## src/rtl/spi_periph.sv

```systemverilog
// SPI peripheral (mode 0) with TX holding register and RX word buffer.
// Optional overrun flag output rx_ovr when SPI_PERIPH_RX_OVR_EN is defined.
module spi_periph #(
  parameter int DWIDTH = 8
) (
  input  logic              clk,
  input  logic              rst,
  input  logic              ss_n,
  input  logic              sclk,
  input  logic              mosi,
  output logic              miso,
  input  logic [DWIDTH-1:0] tx_data,
  input  logic              tx_wr,
  output logic              tx_ready,
  output logic [DWIDTH-1:0] rx_data,
  output logic              rx_valid,
  input  logic              rx_rd,
`ifdef SPI_PERIPH_RX_OVR_EN
  output logic              rx_ovr,
`endif
  output logic              busy
);

  localparam int CW = (DWIDTH > 2) ? $clog2(DWIDTH) : 1;
  localparam logic [CW-1:0] LAST = CW'(DWIDTH - 1);

  typedef enum logic {
    IDLE,
    ACTIVE
  } state_t;

  state_t            r_state;
  logic              r_ss_s1, r_ss_s2;
  logic              r_sclk_s1, r_sclk_s2, r_sclk_d;
  logic              r_mosi_s1, r_mosi_s2;
  logic [DWIDTH-1:0] r_tx_hold;
  logic              r_tx_ready;
  logic [DWIDTH-1:0] r_tx_sh;
  logic [DWIDTH-2:0] r_rx_sh;
  logic [CW-1:0]     r_cnt;
  logic              r_reload;
  logic [DWIDTH-1:0] r_rx_data;
  logic              r_rx_valid;
  logic              r_rx_ovr;

  logic              w_rise;
  logic              w_fall;
  logic              w_done;
  logic [DWIDTH-1:0] w_rx_next;
  logic [DWIDTH-1:0] w_load_val;

  assign w_rise     = r_sclk_s2 & ~r_sclk_d;
  assign w_fall     = ~r_sclk_s2 & r_sclk_d;
  assign w_rx_next  = {r_rx_sh, r_mosi_s2};
  assign w_load_val = r_tx_ready ? '0 : r_tx_hold;
  assign w_done     = (r_state == ACTIVE) & r_ss_s2 == 1'b0
                    & w_rise & (r_cnt == LAST);

  always_ff @(posedge clk) begin
    if (rst) begin
      r_ss_s1   <= 1'b1;
      r_ss_s2   <= 1'b1;
      r_sclk_s1 <= 1'b0;
      r_sclk_s2 <= 1'b0;
      r_sclk_d  <= 1'b0;
      r_mosi_s1 <= 1'b0;
      r_mosi_s2 <= 1'b0;
    end else begin
      r_ss_s1   <= ss_n;
      r_ss_s2   <= r_ss_s1;
      r_sclk_s1 <= sclk;
      r_sclk_s2 <= r_sclk_s1;
      r_sclk_d  <= r_sclk_s2;
      r_mosi_s1 <= mosi;
      r_mosi_s2 <= r_mosi_s1;
    end
  end

  always_ff @(posedge clk) begin
    if (rst) begin
      r_state    <= IDLE;
      r_tx_hold  <= '0;
      r_tx_ready <= 1'b1;
      r_tx_sh    <= '0;
      r_rx_sh    <= '0;
      r_cnt      <= '0;
      r_reload   <= 1'b0;
      r_rx_data  <= '0;
      r_rx_valid <= 1'b0;
      r_rx_ovr   <= 1'b0;
    end else begin
      // tx_ready is sampled before any load this cycle
      if (tx_wr && r_tx_ready) begin
        r_tx_hold  <= tx_data;
        r_tx_ready <= 1'b0;
      end

      if (w_done) begin
        r_rx_data  <= w_rx_next;
        r_rx_valid <= 1'b1;
        if (r_rx_valid && !rx_rd)
          r_rx_ovr <= 1'b1;
        else if (rx_rd)
          r_rx_ovr <= 1'b0;
      end else if (rx_rd) begin
        r_rx_valid <= 1'b0;
        r_rx_ovr   <= 1'b0;
      end

      unique case (r_state)
        IDLE: begin
          if (!r_ss_s2) begin
            r_state  <= ACTIVE;
            r_tx_sh  <= w_load_val;
            r_rx_sh  <= '0;
            r_cnt    <= '0;
            r_reload <= 1'b0;
            if (!r_tx_ready)
              r_tx_ready <= 1'b1;
          end
        end
        ACTIVE: begin
          if (r_ss_s2) begin
            r_state  <= IDLE;
            r_tx_sh  <= '0;
            r_rx_sh  <= '0;
            r_cnt    <= '0;
            r_reload <= 1'b0;
          end else if (w_rise) begin
            r_rx_sh <= w_rx_next[DWIDTH-2:0];
            if (r_cnt == LAST) begin
              r_cnt    <= '0;
              r_reload <= 1'b1;
            end else begin
              r_cnt <= r_cnt + 1'b1;
            end
          end else if (w_fall) begin
            if (r_reload) begin
              r_reload <= 1'b0;
              r_tx_sh  <= w_load_val;
              if (!r_tx_ready)
                r_tx_ready <= 1'b1;
            end else begin
              r_tx_sh <= {r_tx_sh[DWIDTH-2:0], 1'b0};
            end
          end
        end
        default: r_state <= IDLE;
      endcase
    end
  end

  assign miso     = (r_state == ACTIVE) & r_tx_sh[DWIDTH-1];
  assign busy     = (r_state == ACTIVE);
  assign tx_ready = r_tx_ready;
  assign rx_data  = r_rx_data;
  assign rx_valid = r_rx_valid;

`ifdef SPI_PERIPH_RX_OVR_EN
  assign rx_ovr = r_rx_ovr;
`else
  logic w_unused_ovr;
  assign w_unused_ovr = r_rx_ovr;
`endif

endmodule

```

## config.mk

```make
export PLATFORM = sky130hd
export DESIGN_NAME = spi_periph
export DESIGN_NICKNAME = d
export VERILOG_FILES = /design/src/rtl/spi_periph.sv
export SDC_FILE = /design/constraint.sdc
export NUM_CORES = 1
export LEC_CHECK = 0
export ABC_AREA = 1
export CORE_UTILIZATION = 48
export DETAILED_ROUTE_END_ITERATION = 8
export HOLD_SLACK_MARGIN = 0.1
export PLACE_DENSITY = 0.74
export SYNTH_ARGS = -nofsm -noshare
export SYNTH_HDL_FRONTEND = slang
export SYNTH_SLANG_ARGS = --single-unit
```

## constraint.sdc

```tcl
create_clock -name clk -period 1.4 [get_ports clk]
set_clock_uncertainty 0.1 [all_clocks]
set_input_delay 0.28 -clock clk [delete_from_list [all_inputs] [get_ports clk]]
set_output_delay 0.28 -clock clk [all_outputs]
set_load 0.01 [all_outputs]
```

=== Yosys cells after proc, flatten, opt, wreduce, memory -nomap -nowiden ===
Cells that the tools add are included.
W data, S select, Z words.

* Register bits: 45
* Input bits: 15
* Output and inout bits: 12
* Logic and storage cells: 72

* Add/sub/neg operators: 1
* Eq/ne operators: 7
* Multiplexer cells: 33
* Bitwise operators: 10
* Reduce and logical (&&, ||, !) cells: 5

{| class="wikitable"
|+ Operators with widths
! cell !! number
|-
| $mux W8 || 6
|-
| $mux W7 || 3
|-
| $pmux W8 S2 || 1
|-
| $mux W1 || 15
|-
| $pmux W7 S2 || 1
|-
| $mux W3 || 4
|-
| $and A1 B1 Y1 || 6
|-
| $ne A3 B1 Y1 const B || 2
|-
| $pmux W3 S2 || 1
|-
| $reduce_and A3 Y1 || 2
|-
| $ne A4 B1 Y1 const B || 1
|-
| $ne A4 B3 Y1 const B || 1
|-
| $not A1 Y1 || 4
|-
| $pmux W1 S2 || 2
|-
| $add A3 B1 Y3 const B || 1
|-
| $eq A3 B3 Y1 const B || 1
|-
| $ne A3 B3 Y1 const B || 1
|-
| $ne A2 B2 Y1 const B || 1
|-
| $reduce_and A2 Y1 || 1
|-
| $reduce_bool A2 Y1 || 1
|-
| $logic_and A1 B1 Y1 || 1
|}

=== Depth between registers and ports, before layout ===
* Depth in word-level cells: 8
* Mapped depth: 9
* Mapped depth without buffers: 9

=== Worst setup path after synthesis ===
Ideal clock, no wire load.

* Path kind: register to register
* Start point: register r_sclk_d
* End point: register r_tx_sh[2]
* Setup time: 0.128 ns
* Arrival time: 1.243 ns
* Required time: 1.172 ns
* Setup slack: -0.071 ns
* Cell stages (with the launch flop): 10
* Buffers on the path: 1
* Period minus slack after synthesis: 1.471 ns
* Cells stage by stage: dfxtp_1 inv_1 ha_1 inv_2 nand2_1 a21oi_2 buf_6 nor2_1 nor2_1 nor2_1

* Cells in the longest elaborated chain, start to end: 4
* Elaborated cells between the ends (all ways): 6
* Those cells by class: 2 x eq/ne; 3 x bitwise; 1 x reduce/logical

{| class="wikitable"
|+ RTL lines
! what !! line !! RTL
|-
| start, declared || 34 || <nowiki>logic r_sclk_s1, r_sclk_s2, r_sclk_d;</nowiki>
|-
| start signal, assigned || 73 || <nowiki>r_sclk_d <= r_sclk_s2;</nowiki>
|-
| $not A1 Y1 || 52 || <nowiki>assign w_rise = r_sclk_s2 & ~r_sclk_d;</nowiki>
|-
| $and A1 B1 Y1 || 52 ||
|-
| $ne A3 B3 Y1 (no line) || n/a ||
|-
| $reduce_and A3 Y1 (no line) * || n/a ||
|-
| end signal, assigned || 114 || <nowiki>r_tx_sh <= w_load_val;</nowiki>
|-
| end signal, assigned || 140 || <nowiki>r_tx_sh <= w_load_val;</nowiki>
|-
| end signal, assigned || 144 || <nowiki>r_tx_sh <= {r_tx_sh[DWIDTH-2:0], 1'b0};</nowiki>
|-
| end, declared || 38 || <nowiki>logic [DWIDTH-1:0] r_tx_sh;</nowiki>
|}

Every way passes the cells marked *; elsewhere a longest branch is shown, timed or not.
A chain may end at the register's enable or synchronous reset.

=== Worst setup path in the final report ===
* Start point: register r_sclk_d
* End point: register r_tx_sh[6]

The elaborated chain is that of the path after synthesis.

==> metrics.yaml <==
outcome:
  status: "finished with violations"
  violations: "setup timing"
cells_and_area:
  areaGrowthSynthToFinish_pct: 37.7
  stdcell_area_um2: 2650
  antenna_cells: 0
  layout_commonest_cell: "nor2_1"
  layout_common_cells: "nor2_1, nand2_1, dfxtp_1"
  drive_gt1_share_pct: 20.5
  fin_nets: 330
power:
  fin_total_pwr_mw: 2.66
  seq_power_share_pct: 50.8
  p_leak_nw: 1.11
  p_sw_share_pct: 22.8
  p_switching_uw: 607
  p_int_mw: 2.05
  ir_drop_mv: 0.749
  clkPwrFrac_pct: 38.1
  p_per_area_nw_per_um2: 1000
  p_comb_share_pct: 11.1
critical_path:
  end_kind: "flop"
  path_class: "reg -> reg"
  worstPathMaxFanout: 7
  cp.arrival_ns: 1.51
  startpoint_type: "flop"
  worstPathRequired_ns: 1.50
yosys:
  ys_ff_latch: 45
  synth.net_count: 284
  netlist_area_um2: 1930
  ys_seq_area_share_pct: 46.8
  synthCells: 265
  synth_warnings: 0
  yosysUniqueCellTypes: 23
  syn-mean-instance-area_um2: 7.27
grt:
  antenna_found_initial: 0
  grt_max_degree: 17
  grt-ovfl-total: 0
  grt_pass1_vias: 1438
  grt_usage_pct: 19.3
  grt_pass1_wl_um: 6240
timing:
  fin_crit_ns: 1.42
  tightest_slew_ns: 0.270
  setup_slack_ns: -0.0152
  slew_headroom_pct: 82.0
  slew_viol_final: 0
  max_freq_ghz: 0.707
  period_share_pct: 101
  rsz0062_at_grt: "yes"
  hold_viol: 0
  setup_viol: 1
detailed_routing:
  viasPerCell: 4.97
  first_pass_iters: 4
  num_vias: 1788
  wl_per_cell_um: 12.0
  antenna_left: 0
  drc: 0
  routed_wirelength_um: 4340
  initialDrtViolationCount: 74
job:
  drv_cap: 0
floorplan:
  die_h_um: 65.4
  fp.dieW_um: 65.4
  rows: 22
  core_um2: 3740
  initial_utilization_pct: 51.5
  dieArea_um2: 4270
  ioPinCount: 27
placed_design:
  dp_slack_ns: -0.0398
  gp_congestion: 0.739
  hpwl_um: 2790
  post_dp_cell_area_um2: 2410
  portBuffers: 26
clock_network:
  h-tree-depth: 2
  clkSinkCount: 45
  cts_buffer_depth: 2
  clk_pin_slew_ns: 0.08
  cts_hold_buf: 0
  cts_made_buffers: 5
  clk_latency_ns: 0.30
  cts_root_buf: "clkbuf_8"
  tritoncts: "done"
worst_hold_path:
  hold_class: "reg -> reg"
## power groups by stage
stage	registers [mW]	logic (mW)	clock network (mW)
floorplan	1.37	0.142	0
global route	1.35	0.326	1.08
CTS	1.34	0.259	1.02
detailed placement	1.38	0.260	0
global placement	1.37	0.254	0
finish	1.35	0.296	1.01
## registers in the layout, indices dropped and copies added (netlist names), 3 cells and up
name       count
rx_data        8
r_cnt          3
r_tx_sh        8
r_rx_sh        7
r_tx_hold      8
## per-layer routing
metal  GRT usage [%]  share of wire (%)  vias up
li1                -                  -      932
met1            25.6                 46      812
met2            29.4                 47       35
met3            6.94                4.8        9
met4            5.71                2.0        0
met5               0                  0        -
## final cells by class
class | count | area, um^2
Timing Repair Buffer | 48 | 513
Multi-Input combinational cell | 190 | 967
Inverter | 21 | 87.6
Sequential cell | 45 | 910
Clock buffer | 7 | 86.3
Fill cell | 321 | 1090
Clock inverter | 1 | 30.0
Tap cell | 48 | 60.1
## worst max-delay path, cell delays in order (launching register included)
cell,delay (ns)
dfxtp_2,0.34
inv_2,0.04
ha_4,0.16
inv_4,0.07
nand2_4,0.07
a21oi_4,0.16
buf_6,0.15
nand2_2,0.05
nor2_2,0.11
nor2_1,0.04
## Yosys cell counts
cell type / count / area share, %
inv_2: 3 / 0.58
o21ai_0: 16 / 4.2
clkinv_1: 1 / 0.19
nor2_4: 1 / 0.58
a21oi_2: 1 / 0.45
or2_2: 2 / 0.65
clkbuf_1: 4 / 0.78
buf_6: 3 / 1.8
a21oi_1: 26 / 6.8
nand2_4: 1 / 0.58
o211ai_1: 1 / 0.39
nor2_2: 1 / 0.32
nand2_1: 50 / 9.7
ha_1: 4 / 2.6
nor2_8: 1 / 1.0
nand2_2: 1 / 0.32
o21ai_4: 1 / 0.84
nor2_1: 66 / 13
dfxtp_1: 45 / 47
inv_1: 16 / 3.1
inv_4: 1 / 0.32
buf_2: 3 / 0.78
nand3_1: 17 / 4.4
## kinds of logic (layout without fill, tap and decap cells)
kind of cell,count (synthesis),in the layout,share of synthesized area [%]
buffers and inverters,31,77,7.53
AND/OR/NAND/NOR,140,140,30.5
AO/OA/AOI/OAI,45,46,12.6
flip-flops,45,45,46.8
adder cells (fa/ha/maj),4,4,2.60
## per-stage QoR
stage	utilization, %	hold WS, ns	TNS, ns	cells
floorplan	-	0.284	0	265
global placement	64.3	0.291	-0.0500	348
detailed placement	64.3	0.296	-0.308	348
CTS	67.1	0.307	0	356
global route	70.9	0.311	-0.384	360
finish	70.9	0.305	-0.0152	360
## what timing repair did
| action | in CTS | in global routing |
|---|---|---|
| gates cloned | 0 | 1 |
| gates resized for setup | 16 | 31 |
| pin swaps | 1 | 16 |
| buffers inserted | 0 | 3 |
| endpoints found under the setup margin | 19 | 30 |
## path summary, 6_finish.rpt
path / cells after the start / slack, ns / endpoint / start
setup / recovery: 9 / -0.02 / r_tx_sh[6]$_SDFFE_PP0P_ / r_sclk_d$_SDFF_PP0_
hold reg to reg: 2 / 0.30 / r_mosi_s2$_SDFF_PP0_ / r_mosi_s1$_SDFF_PP0_
hold / removal: 2 / 0.30 / r_mosi_s2$_SDFF_PP0_ / r_mosi_s1$_SDFF_PP0_
setup reg to reg: 9 / -0.02 / r_tx_sh[6]$_SDFFE_PP0P_ / r_sclk_d$_SDFF_PP0_
(Power assumes the default switching activity.)
